$ cat src/rtl/video_pkg.sv
// Shared constants, pattern modes and colour-bar table
// for the test-pattern generator.
package video_pkg;

    localparam int H_VISIBLE = 1280;
    localparam int V_VISIBLE = 720;
    localparam int BAR_WIDTH = H_VISIBLE / 8;

    typedef enum logic [1:0] {
        PAT_BARS,
        PAT_GRAD,
        PAT_CHECK,
        PAT_BOX
    } pattern_mode_t;

    // Index 0 is the leftmost bar (white), index 7 the rightmost (black).
    localparam logic [7:0][23:0] BAR_TABLE = {
        24'h000000,
        24'h0000FF,
        24'hFF0000,
        24'hFF00FF,
        24'h00FF00,
        24'h00FFFF,
        24'hFFFF00,
        24'hFFFFFF
    };

    // Divide by the bar width with a chain of constant compares.
    function automatic logic [2:0] bar_index(input logic [11:0] x);
        logic [2:0] idx;
        idx = 3'd7;
        for (int k = 6; k >= 0; k--) begin
            if (x < 12'((k + 1) * BAR_WIDTH))
                idx = 3'(k);
        end
        return idx;
    endfunction

endpackage

$ cat src/rtl/video_pattern_gen_if.sv
// Timing-in / pixel-out bundle between the timing
// generator and the pattern generator.
interface video_pattern_gen_if;

    logic        hs_in;
    logic        vs_in;
    logic [11:0] x_in;
    logic [9:0]  y_in;
    logic        active_in;
    logic [5:0]  fc_in;
    logic [1:0]  mode_in;

    logic [7:0]  red_out;
    logic [7:0]  green_out;
    logic [7:0]  blue_out;
    logic        hs_out;
    logic        vs_out;
    logic        de_out;

    modport master (
        output hs_in, vs_in, x_in, y_in,
        output active_in, fc_in, mode_in,
        input  red_out, green_out, blue_out,
        input  hs_out, vs_out, de_out
    );

    modport slave (
        input  hs_in, vs_in, x_in, y_in,
        input  active_in, fc_in, mode_in,
        output red_out, green_out, blue_out,
        output hs_out, vs_out, de_out
    );

endinterface

$ cat src/rtl/pattern_box_mover.sv
// Bouncing-box position, stepped once per frame and
// clamped to the visible area.
module pattern_box_mover #(
    parameter int H_VISIBLE = video_pkg::H_VISIBLE,
    parameter int V_VISIBLE = video_pkg::V_VISIBLE,
    parameter int BOX_SIZE  = 64,
    parameter int BOX_STEP  = 2
) (
    input  logic        clk,
    input  logic        rst,
    input  logic        frame_tick,
    output logic [10:0] box_x,
    output logic [9:0]  box_y
);

    localparam int X_MAX = H_VISIBLE - BOX_SIZE;
    localparam int Y_MAX = V_VISIBLE - BOX_SIZE;

    logic        dir_x;
    logic        dir_y;
    logic [11:0] x_fwd;
    logic [10:0] y_fwd;

    // One spare bit so the forward step can never wrap.
    assign x_fwd = {1'b0, box_x} + 12'(BOX_STEP);
    assign y_fwd = {1'b0, box_y} + 11'(BOX_STEP);

    always_ff @(posedge clk) begin
        if (rst) begin
            box_x <= '0;
            box_y <= '0;
            dir_x <= 1'b1;
            dir_y <= 1'b1;
        end else if (frame_tick) begin
            if (dir_x) begin
                if (x_fwd > 12'(X_MAX)) begin
                    box_x <= 11'(X_MAX);
                    dir_x <= 1'b0;
                end else begin
                    box_x <= x_fwd[10:0];
                end
            end else if (box_x < 11'(BOX_STEP)) begin
                box_x <= '0;
                dir_x <= 1'b1;
            end else begin
                box_x <= box_x - 11'(BOX_STEP);
            end

            if (dir_y) begin
                if (y_fwd > 11'(Y_MAX)) begin
                    box_y <= 10'(Y_MAX);
                    dir_y <= 1'b0;
                end else begin
                    box_y <= y_fwd[9:0];
                end
            end else if (box_y < 10'(BOX_STEP)) begin
                box_y <= '0;
                dir_y <= 1'b1;
            end else begin
                box_y <= box_y - 10'(BOX_STEP);
            end
        end
    end

endmodule

$ cat src/rtl/video_pattern_gen.sv
// Two-stage test-pattern generator: bars, gradient,
// checker and bouncing box.
module video_pattern_gen #(
    parameter int H_VISIBLE = video_pkg::H_VISIBLE,
    parameter int V_VISIBLE = video_pkg::V_VISIBLE,
    parameter int BOX_SIZE  = 64,
    parameter int BOX_STEP  = 2
) (
    input  logic pixel_clk_in,
    input  logic rst_in,
    video_pattern_gen_if.slave bus
);

    import video_pkg::*;

    logic          frame_tick;
    pattern_mode_t mode_q;
    logic [10:0]   box_x;
    logic [9:0]    box_y;

    logic [12:0]   x_ext;
    logic [12:0]   bx_lo;
    logic [12:0]   bx_hi;
    logic [10:0]   y_ext;
    logic [10:0]   by_lo;
    logic [10:0]   by_hi;
    logic          box_hit;
    logic          tile;
    logic [23:0]   pix_rgb;

    logic          s1_hs;
    logic          s1_vs;
    logic          s1_de;
    logic [23:0]   s1_rgb;

    // Single cycle in vertical blanking; never on a visible pixel.
    assign frame_tick = (bus.x_in == '0)
                     && (bus.y_in == 10'(V_VISIBLE));

    pattern_box_mover #(
        .H_VISIBLE (H_VISIBLE),
        .V_VISIBLE (V_VISIBLE),
        .BOX_SIZE  (BOX_SIZE),
        .BOX_STEP  (BOX_STEP)
    ) u_box (
        .clk        (pixel_clk_in),
        .rst        (rst_in),
        .frame_tick (frame_tick),
        .box_x      (box_x),
        .box_y      (box_y)
    );

    assign x_ext = {1'b0, bus.x_in};
    assign bx_lo = {2'b00, box_x};
    assign bx_hi = bx_lo + 13'(BOX_SIZE);
    assign y_ext = {1'b0, bus.y_in};
    assign by_lo = {1'b0, box_y};
    assign by_hi = by_lo + 11'(BOX_SIZE);

    assign box_hit = (x_ext >= bx_lo) && (x_ext < bx_hi)
                  && (y_ext >= by_lo) && (y_ext < by_hi);

    assign tile = bus.x_in[5] ^ bus.y_in[5];

    always_comb begin
        pix_rgb = '0;
        unique case (mode_q)
            PAT_BARS:  pix_rgb = BAR_TABLE[bar_index(bus.x_in)];
            PAT_GRAD:  pix_rgb = {3{bus.x_in[10:3]}};
            PAT_CHECK: pix_rgb = tile ? {3{bus.fc_in, 2'b00}} : '0;
            PAT_BOX:   pix_rgb = box_hit ? 24'hFFFFFF : 24'h0000FF;
            default:   pix_rgb = '0;
        endcase
    end

    always_ff @(posedge pixel_clk_in) begin
        if (rst_in) begin
            mode_q        <= PAT_BARS;
            s1_hs         <= 1'b0;
            s1_vs         <= 1'b0;
            s1_de         <= 1'b0;
            s1_rgb        <= '0;
            bus.hs_out    <= 1'b0;
            bus.vs_out    <= 1'b0;
            bus.de_out    <= 1'b0;
            bus.red_out   <= '0;
            bus.green_out <= '0;
            bus.blue_out  <= '0;
        end else begin
            if (frame_tick)
                mode_q <= pattern_mode_t'(bus.mode_in);
            s1_hs         <= bus.hs_in;
            s1_vs         <= bus.vs_in;
            s1_de         <= bus.active_in;
            s1_rgb        <= bus.active_in ? pix_rgb : '0;
            bus.hs_out    <= s1_hs;
            bus.vs_out    <= s1_vs;
            bus.de_out    <= s1_de;
            bus.red_out   <= s1_rgb[23:16];
            bus.green_out <= s1_rgb[15:8];
            bus.blue_out  <= s1_rgb[7:0];
        end
    end

endmodule
$ cat src/flat_wrapper.sv
// flat-port wrapper written by rule: the top's interface ports become plain ports
module video_pattern_gen_flat import video_pkg::*;
#(
    parameter int H_VISIBLE = video_pkg::H_VISIBLE,
    parameter int V_VISIBLE = video_pkg::V_VISIBLE,
    parameter int BOX_SIZE  = 64,
    parameter int BOX_STEP  = 2
)
  (pixel_clk_in, rst_in, bus_hs_in, bus_vs_in, bus_x_in, bus_y_in, bus_active_in, bus_fc_in, bus_mode_in, bus_red_out, bus_green_out, bus_blue_out, bus_hs_out, bus_vs_out, bus_de_out);
  video_pattern_gen_if bus_i ();
  input  logic pixel_clk_in;
  input  logic rst_in;
  input wire logic [$bits(bus_i.hs_in)-1:0] bus_hs_in;
  input wire logic [$bits(bus_i.vs_in)-1:0] bus_vs_in;
  input wire logic [$bits(bus_i.x_in)-1:0] bus_x_in;
  input wire logic [$bits(bus_i.y_in)-1:0] bus_y_in;
  input wire logic [$bits(bus_i.active_in)-1:0] bus_active_in;
  input wire logic [$bits(bus_i.fc_in)-1:0] bus_fc_in;
  input wire logic [$bits(bus_i.mode_in)-1:0] bus_mode_in;
  output wire logic [$bits(bus_i.red_out)-1:0] bus_red_out;
  output wire logic [$bits(bus_i.green_out)-1:0] bus_green_out;
  output wire logic [$bits(bus_i.blue_out)-1:0] bus_blue_out;
  output wire logic [$bits(bus_i.hs_out)-1:0] bus_hs_out;
  output wire logic [$bits(bus_i.vs_out)-1:0] bus_vs_out;
  output wire logic [$bits(bus_i.de_out)-1:0] bus_de_out;
  assign bus_i.hs_in = bus_hs_in;
  assign bus_i.vs_in = bus_vs_in;
  assign bus_i.x_in = bus_x_in;
  assign bus_i.y_in = bus_y_in;
  assign bus_i.active_in = bus_active_in;
  assign bus_i.fc_in = bus_fc_in;
  assign bus_i.mode_in = bus_mode_in;
  assign bus_red_out = bus_i.red_out;
  assign bus_green_out = bus_i.green_out;
  assign bus_blue_out = bus_i.blue_out;
  assign bus_hs_out = bus_i.hs_out;
  assign bus_vs_out = bus_i.vs_out;
  assign bus_de_out = bus_i.de_out;
  video_pattern_gen #(.H_VISIBLE(H_VISIBLE), .V_VISIBLE(V_VISIBLE), .BOX_SIZE(BOX_SIZE), .BOX_STEP(BOX_STEP)) u_core (.pixel_clk_in(pixel_clk_in), .rst_in(rst_in), .bus(bus_i));
endmodule
$ cat config.mk
export PLATFORM = sky130hd
export DESIGN_NAME = video_pattern_gen_flat
export DESIGN_NICKNAME = d
export VERILOG_FILES = /design/src/rtl/video_pkg.sv /design/src/rtl/video_pattern_gen_if.sv /design/src/rtl/pattern_box_mover.sv /design/src/rtl/video_pattern_gen.sv /design/src/flat_wrapper.sv
export SDC_FILE = /design/constraint.sdc
export NUM_CORES = 1
export LEC_CHECK = 0
export CAP_MARGIN = 10
export CORE_ASPECT_RATIO = 2
export CORE_MARGIN = 4
export CORE_UTILIZATION = 55
export DETAILED_ROUTE_END_ITERATION = 10
export DONT_BUFFER_PORTS = 1
export PLACE_DENSITY = 0.72
export RECOVER_POWER = 50
export SETUP_SLACK_MARGIN = 0.05
export SLEW_MARGIN = 20
export SYNTH_ARGS = -nofsm -noshare
export SYNTH_HDL_FRONTEND = slang
export SYNTH_SLANG_ARGS = --single-unit
$ cat constraint.sdc
create_clock -name pixel_clk_in -period 3.1 [get_ports pixel_clk_in]
set_clock_uncertainty 0.05 [all_clocks]
set_input_delay 0.775 -clock pixel_clk_in [delete_from_list [all_inputs] [get_ports pixel_clk_in]]
set_output_delay 0.775 -clock pixel_clk_in [all_outputs]
set_load 0.005 [all_outputs]
==> impl_results.md <==
- Post-CTS resize count: 0
- Worst slew margin relative to its limit: 41.9%
- Hpwl dp: 9.46 mm
- Switching Fraction: 22.9%
- Reg2reg start: u_core.u_box.box_x[10]
- Ranking of synthesized cells by area: dfxtp_1, ha_1, a21oi_1
- Final setup viols: 0
- Cell Int Power: 1.69 mW
- Num ports: 62
- Final ANT Viol Nets: 0
- Cells after Synth: 577
- Critical Path Start: u_core.u_box.box_x[10]
- Vias: 4297
- Final non-filler cell total: 664
- Synthesis-to-layout area growth: 7.57%
- Register area: 1540 um2
- Vias in the first global route: 4199
- CP Class: flop to flop
- Min-Delay Path Class: flop to flop
- Met2 WL: 6.46 mm
- Number of flops mapped to enable cells by yosys: 0
- Multi-input logic area: 2800 um2
- Pwr Density: 440 nW/um2
- Total GRT Usage: 25.8%
- Synthesized area: 4630 um2
- Synth cell count leaders: dfxtp_1, a21oi_1, nand2_1
- CTS tree: done
- M1 WL: 4.40 mm
- Maximum number of pins on one net before global-route repair: 57
- First-pass GRT wire length: 20.0 mm
- Final core utilization: 60.5%
- Root Buffer: clkbuf_16
- Slew @ Worst Pin: 871 ps
- Die Area: 10000 um2
- R2R Setup Slk: 280 ps
- Antenna Cells: 0
- GPL Wtd Cong: 0.955
- Post-DR vias/cell: 6.47
- Fin crit share: 91.1%
- Routed met3 length: 817 um
- Inst Count DP: 648
- CP Launch Type: flop
- CP max-delay cell: dfxtp_1
- Seq pwr share: 46.2%
- Worst-case reg-to-reg path depth: 10
- Critical Path, Cell by Cell: inv_1 -> xnor2_1 -> ha_1 -> a21o_1 -> a211oi_1 -> o21ai_0 -> a2111oi_0 -> o211ai_1 -> buf_4 -> a31oi_1
- Post-synthesis net count: 649
- Critical path fanouts, max: 16
- Fill count: 747
- Clock power frac: 48.5%
- Post-route DRC: 0
- RSZ-0062 raised after global routing: false
- CTS Sinks: 77
- Worst vdd ir: 0.229 mV
- PortBufs: 0
- Antenna violations before repair: 0
- Proportion of layout cells with a drive suffix above 1: 6.89%
- Hold Fails Final Rpt: 0
- Top sig layer: met4
- CTS Hold Bufs: 0
- 1st-iter DRT viols: 262
- Sw Pwr: 0.501 mW
- Final hold slack: 385 ps
- Setup crit end kind: flop
- Post-CTS setup buffers: 0
- Initial Utilization: 56.2%
- Cell accounting for the most synthesized area: dfxtp_1
- Post-synth cell types: 59
- Syn avg cell area: 8.02 um2
- Final WL: 12.5 mm
- Combinational share of power: 5.3%
- Tmin final: 2820 ps
- GR Overflow Total: 0
- Crit path to: u_core.s1_rgb[21]
- Clock Tree Buf Depth: 2
- Pleak: 1.83 nW
- Max Cap Violations: 0
- Achievable frequency: 354 MHz
- Final setup TNS: 0 ps
- FF+latch count, synth: 77
- Arr. time, crit path: 3020 ps
- Ys async rst share: 0%
- Register area share after synthesis: 33.3%
- H-tree levels: 3
- Synth top area share: 33.3%
- Initial DRT Pass Iterations: 5
- Fin nets: 633
- Max stage delay on crit path: 480 ps
- Drt wl/cell: 18.9 um
- Status: completed
- Slew Viols, Final: 0
- R2r endpoint: u_core.s1_rgb[21]
- Clk slew on worst S/H paths: 70 ps
- Die width: 72.9 um
- Core footprint: 8230 um2
- CTS Buf Count: 9
- FP Rows: 47
- Yosys Warn Count: 0
- Hold Startpoint: u_core.s1_rgb[23]
- Chip height: 138 um
- Clk_lat worst skew: 340 ps
- Post-synth top flop: dfxtp_1
- Crit path required time: 3290 ps
- Most common cell in the synthesized netlist: dfxtp_1
==> per-layer routing <==
metal	vias to the layer above	global-route usage, %
met4	0	18.8
met2	187	46.1
met5	-	0
li1	2057	-
met3	61	5.84
met1	1992	25.1
==> layout by cell type (no fill, tap or decap), types with 14 or more instances in the layout <==
master / Yosys / routed
dfxtp_1: 77 / 77
a21oi_1: 57 / 57
nand2_1: 38 / 38
ha_1: 37 / 37
nor2b_1: 34 / 34
nor2_1: 31 / 31
a31oi_1: 30 / 30
inv_1: 29 / 29
nand3_1: 25 / 25
o21ai_0: 25 / 25
nor3_1: 20 / 20
xnor2_1: 14 / 14
buf_4: 0 / 14
==> through the flow <==
step | power [mW] | area [um2] | worst slack, ps
finish | 2.19 | 4980 | 277
global route | 2.26 | 4980 | 128
CTS | 2.20 | 4980 | 315
detailed placement | 1.15 | 4680 | 319
global placement | 1.14 | 4680 | 335
floorplan | 1.13 | 4630 | 390
==> worst min path at each step <==
stage / end / depth (start not counted)
3_3_place_gp: u_core.bus.blue_out[6] / 1
5_1_grt: u_core.bus.blue_out[0] / 1
4_1_cts: u_core.bus.red_out[6] / 1
3_5_place_dp: u_core.bus.green_out[6] / 1
6_report: u_core.bus.red_out[7] / 1
2_1_floorplan: u_core.bus.blue_out[0] / 1
==> critical path, delay by kind of cell (launching register included) <==
| kind | cells | cell delay [ps] |
|---|---|---|
| buf+inv | 2 | 410 |
| flops | 1 | 480 |
| fa+ha+maj | 1 | 290 |
| compound gates | 6 | 1320 |
| xor+xnor | 1 | 170 |
==> power groups by stage <==
stage	registers, mW	clock network (mW)	logic [mW]
floorplan	1.03	0	0.102
global placement	1.03	0	0.110
detailed placement	1.03	0	0.115
CTS	1.01	1.07	0.116
global route	1.01	1.12	0.130
finish	1.01	1.06	0.116
==> registers in the layout, summed over array words and instances, names as in the netlist, 2 cells and up <==
register,cells
u_core.bus.red_out,8
u_core.mode_q,2
u_core.s1_rgb,24
u_core.u_box.box_y,9
u_core.bus.blue_out,8
u_core.bus.green_out,8
u_core.u_box.box_x,10
==> cells by family (layout without fill, tap and decap cells) <==
family / count (synthesis) / after routing / synth area share (%)
AND/OR/NAND/NOR: 206 / 206 / 24.3
AO/OA/AOI/OAI: 169 / 169 / 22.8
flip-flops: 77 / 77 / 33.3
buffers and inverters: 71 / 60 / 6.30
adder cells (fa/ha/maj): 37 / 37 / 10.0
XOR/XNOR: 16 / 16 / 3.03
multiplexers: 1 / 1 / 0.216
==> area by class of cell <==
class                      count  area share, %
clock buffer                  10           4.60
clock inverter                 6           1.46
inverter                      30           2.26
multi-input combinational    429           56.2
sequential                    77           31.0
tap                           98           2.46
timing repair buffer          14           2.11
No activity file was read; power rests on OpenSTA's default activity.
==> patch: new RTL, config.mk and constraints unchanged <==
Take the reset off `s1_rgb` and load it in a clocked block of its own.
--- a/src/rtl/video_pattern_gen.sv
+++ b/src/rtl/video_pattern_gen.sv
@@ -80,5 +80,4 @@
             s1_vs         <= 1'b0;
             s1_de         <= 1'b0;
-            s1_rgb        <= '0;
             bus.hs_out    <= 1'b0;
             bus.vs_out    <= 1'b0;
@@ -93,5 +92,4 @@
             s1_vs         <= bus.vs_in;
             s1_de         <= bus.active_in;
-            s1_rgb        <= bus.active_in ? pix_rgb : '0;
             bus.hs_out    <= s1_hs;
             bus.vs_out    <= s1_vs;
@@ -103,3 +101,7 @@
     end
 
+    always_ff @(posedge pixel_clk_in) begin
+        s1_rgb <= bus.active_in ? pix_rgb : '0;
+    end
+
 endmodule
Function: changed (a bounded check fails within 4 cycles, from zero or initial values and one cycle with rst_in high).
==> patch against the unedited design <==
Sequential cell count did not move. Core utilization rose by 1.5 points. Maximum frequency fell by 3.4%. Area after synthesis fell by 1.8%. Highest routed layer unchanged. Total power rose by 1.1%. Design area fell by 0.48%. Synthesized cell count fell by 3.5%. Critical path type unchanged. Global-route usage fell by 0.67 points. Wire length fell by 2.5%. Worst setup slack got worse by 0.099 ns.
==> patch: results (changes against the unedited design) <==
metric	value	unit	change
outcome	finished, final reports clean		unchanged
grt_usage	25.1	%	was 25.8%
io_buffers	0		unchanged
grt_pass1_vias	4020		was 4199
antenna_found_initial	0		unchanged
met3_usage	6.03	%	was 5.84%
cts_buffer_depth	2		unchanged
path_clk_slew	0.07	ns	about the same
drtPass1Iterations	7		was 5
fillCellCount	704		was 747
vias	4182		was 4297
grt_max_degree	55		was 57
dp.cells	633		was 648
routabilityCongestion	1.00		was 0.955
max_slew.worst_pin.slew	0.849	ns	was 0.871 ns
wl	12.2	mm	was 12.5 mm
synth_cell_type_count	65		was 59
startpoint_type	flop		unchanged
clk_latency	0.34	ns	about the same
postPlaceCellArea	4630	um^2	was 4680 um^2
reg_top3	u_core.s1_rgb x24, u_core.u_box.box_x x10, u_core.u_box.box_y x9		unchanged
fin_nets	620		was 633
place.detailed.hpwl	9.44	mm	was 9.46 mm
synth_seq_area_share	33.9	%	was 33.3%
synth.avg_cell_area	8.17	um^2	was 8.02 um^2
numCtsBuffers	9		unchanged
pre_cts_slack	0.118	ns	was 0.319 ns
use_met1	23.5	%	was 25.1%
grt_util_met2	46.6	%	was 46.1%
critical_path.max_fanout	16		unchanged
rr_startpoint	u_core.u_box.box_x[6]		was u_core.u_box.box_x[10]
drt_iter0_markers	237		was 262
cts_root_buffer	clkbuf_16		unchanged
power.leakage	1.79	nW	was 1.83 nW
areaGrowthSynthToFinish	8.97	%	was 7.57%
synthTopCellsByArea	dfxtp_1, ha_1, a21oi_1		unchanged
antennaDiodeCount	0		unchanged
worstPathArrival	3.12	ns	was 3.02 ns
min_from	u_core.s1_rgb[9]		was u_core.s1_rgb[23]
async_flop_share	0	%	unchanged
yosysWarnings	0		unchanged
hold_path.class	flop to flop		unchanged
peakVddDrop	0.000291	V	was 0.000229 V
drive_above_1_share	8.68	%	was 6.89%
cts-htree-levels	3		unchanged
grt_pass1_wl	19.3	mm	was 20.0 mm
vias_per_cell	6.44		was 6.47
ys_top_cells_by_count	dfxtp_1, a21oi_1, nand2_1, ha_1		was dfxtp_1, a21oi_1, nand2_1, ha_1, nor2b_1
==> patch: logic make-up (layout without fill, tap and decap cells) <==
group / after synthesis / in the layout / share of synthesized area [%]
and+or+nand+nor: 186 / 186 / 22.2
buffers and inverters: 68 / 64 / 6.16
AOI/OAI and AO/OA: 173 / 173 / 24.4
adders and majority gates: 37 / 37 / 10.2
muxes: 2 / 2 / 0.468
DFF: 77 / 77 / 33.9
xor gates and xnor gates: 14 / 14 / 2.70
==> patch: area by class of cell <==
class,count,share of cell area (%)
multi-input cells,412,55.1
flip-flops and latches,77,31.2
clock buffers,9,4.54
repair buffers,17,2.73
well taps,96,2.42
inverters,31,2.35
clock inverters,7,1.62
==> patch: where the power goes <==
group	switching [mW]	total, mW	internal, mW
clock network	0.442	1.08	0.633
logic	0.0604	0.114	0.0531
registers	0.0112	1.03	1.02
total	0.514	2.22	1.70
==> patch: critical path, cell delays in order (launching register included) <==
cell and delay [ns]:
dfxtp_2 0.38, ha_2 0.21, nand2_1 0.06, xnor2_1 0.12, ha_1 0.29, and4_1 0.23
a221oi_1 0.25, o221ai_1 0.15, a211o_1 0.23, or4b_1 0.52, buf_6 0.17, a31oi_1 0.15
==> patch: path summary, 6_finish.rpt <==
path                              to  slack (ns)  cells past startpoint
max                 u_core.s1_rgb[8]        0.18                     11
min          u_core.bus.green_out[1]        0.38                      1
max reg2reg         u_core.s1_rgb[8]        0.18                     11
min reg2reg  u_core.bus.green_out[1]        0.38                      1
==> patch: what timing repair did <==
item | CTS | global route
gates resized for setup | 0 | 9
endpoints found under the setup margin | 0 | 16
hold buffers | 0 | 0
setup buffers | 0 | 0
==> patch: per-layer routing <==
layer,share of wire [%],up-vias
met5,0,-
met4,5.8,0
met3,6.0,53
met2,53,155
met1,35,1956
li1,-,2018
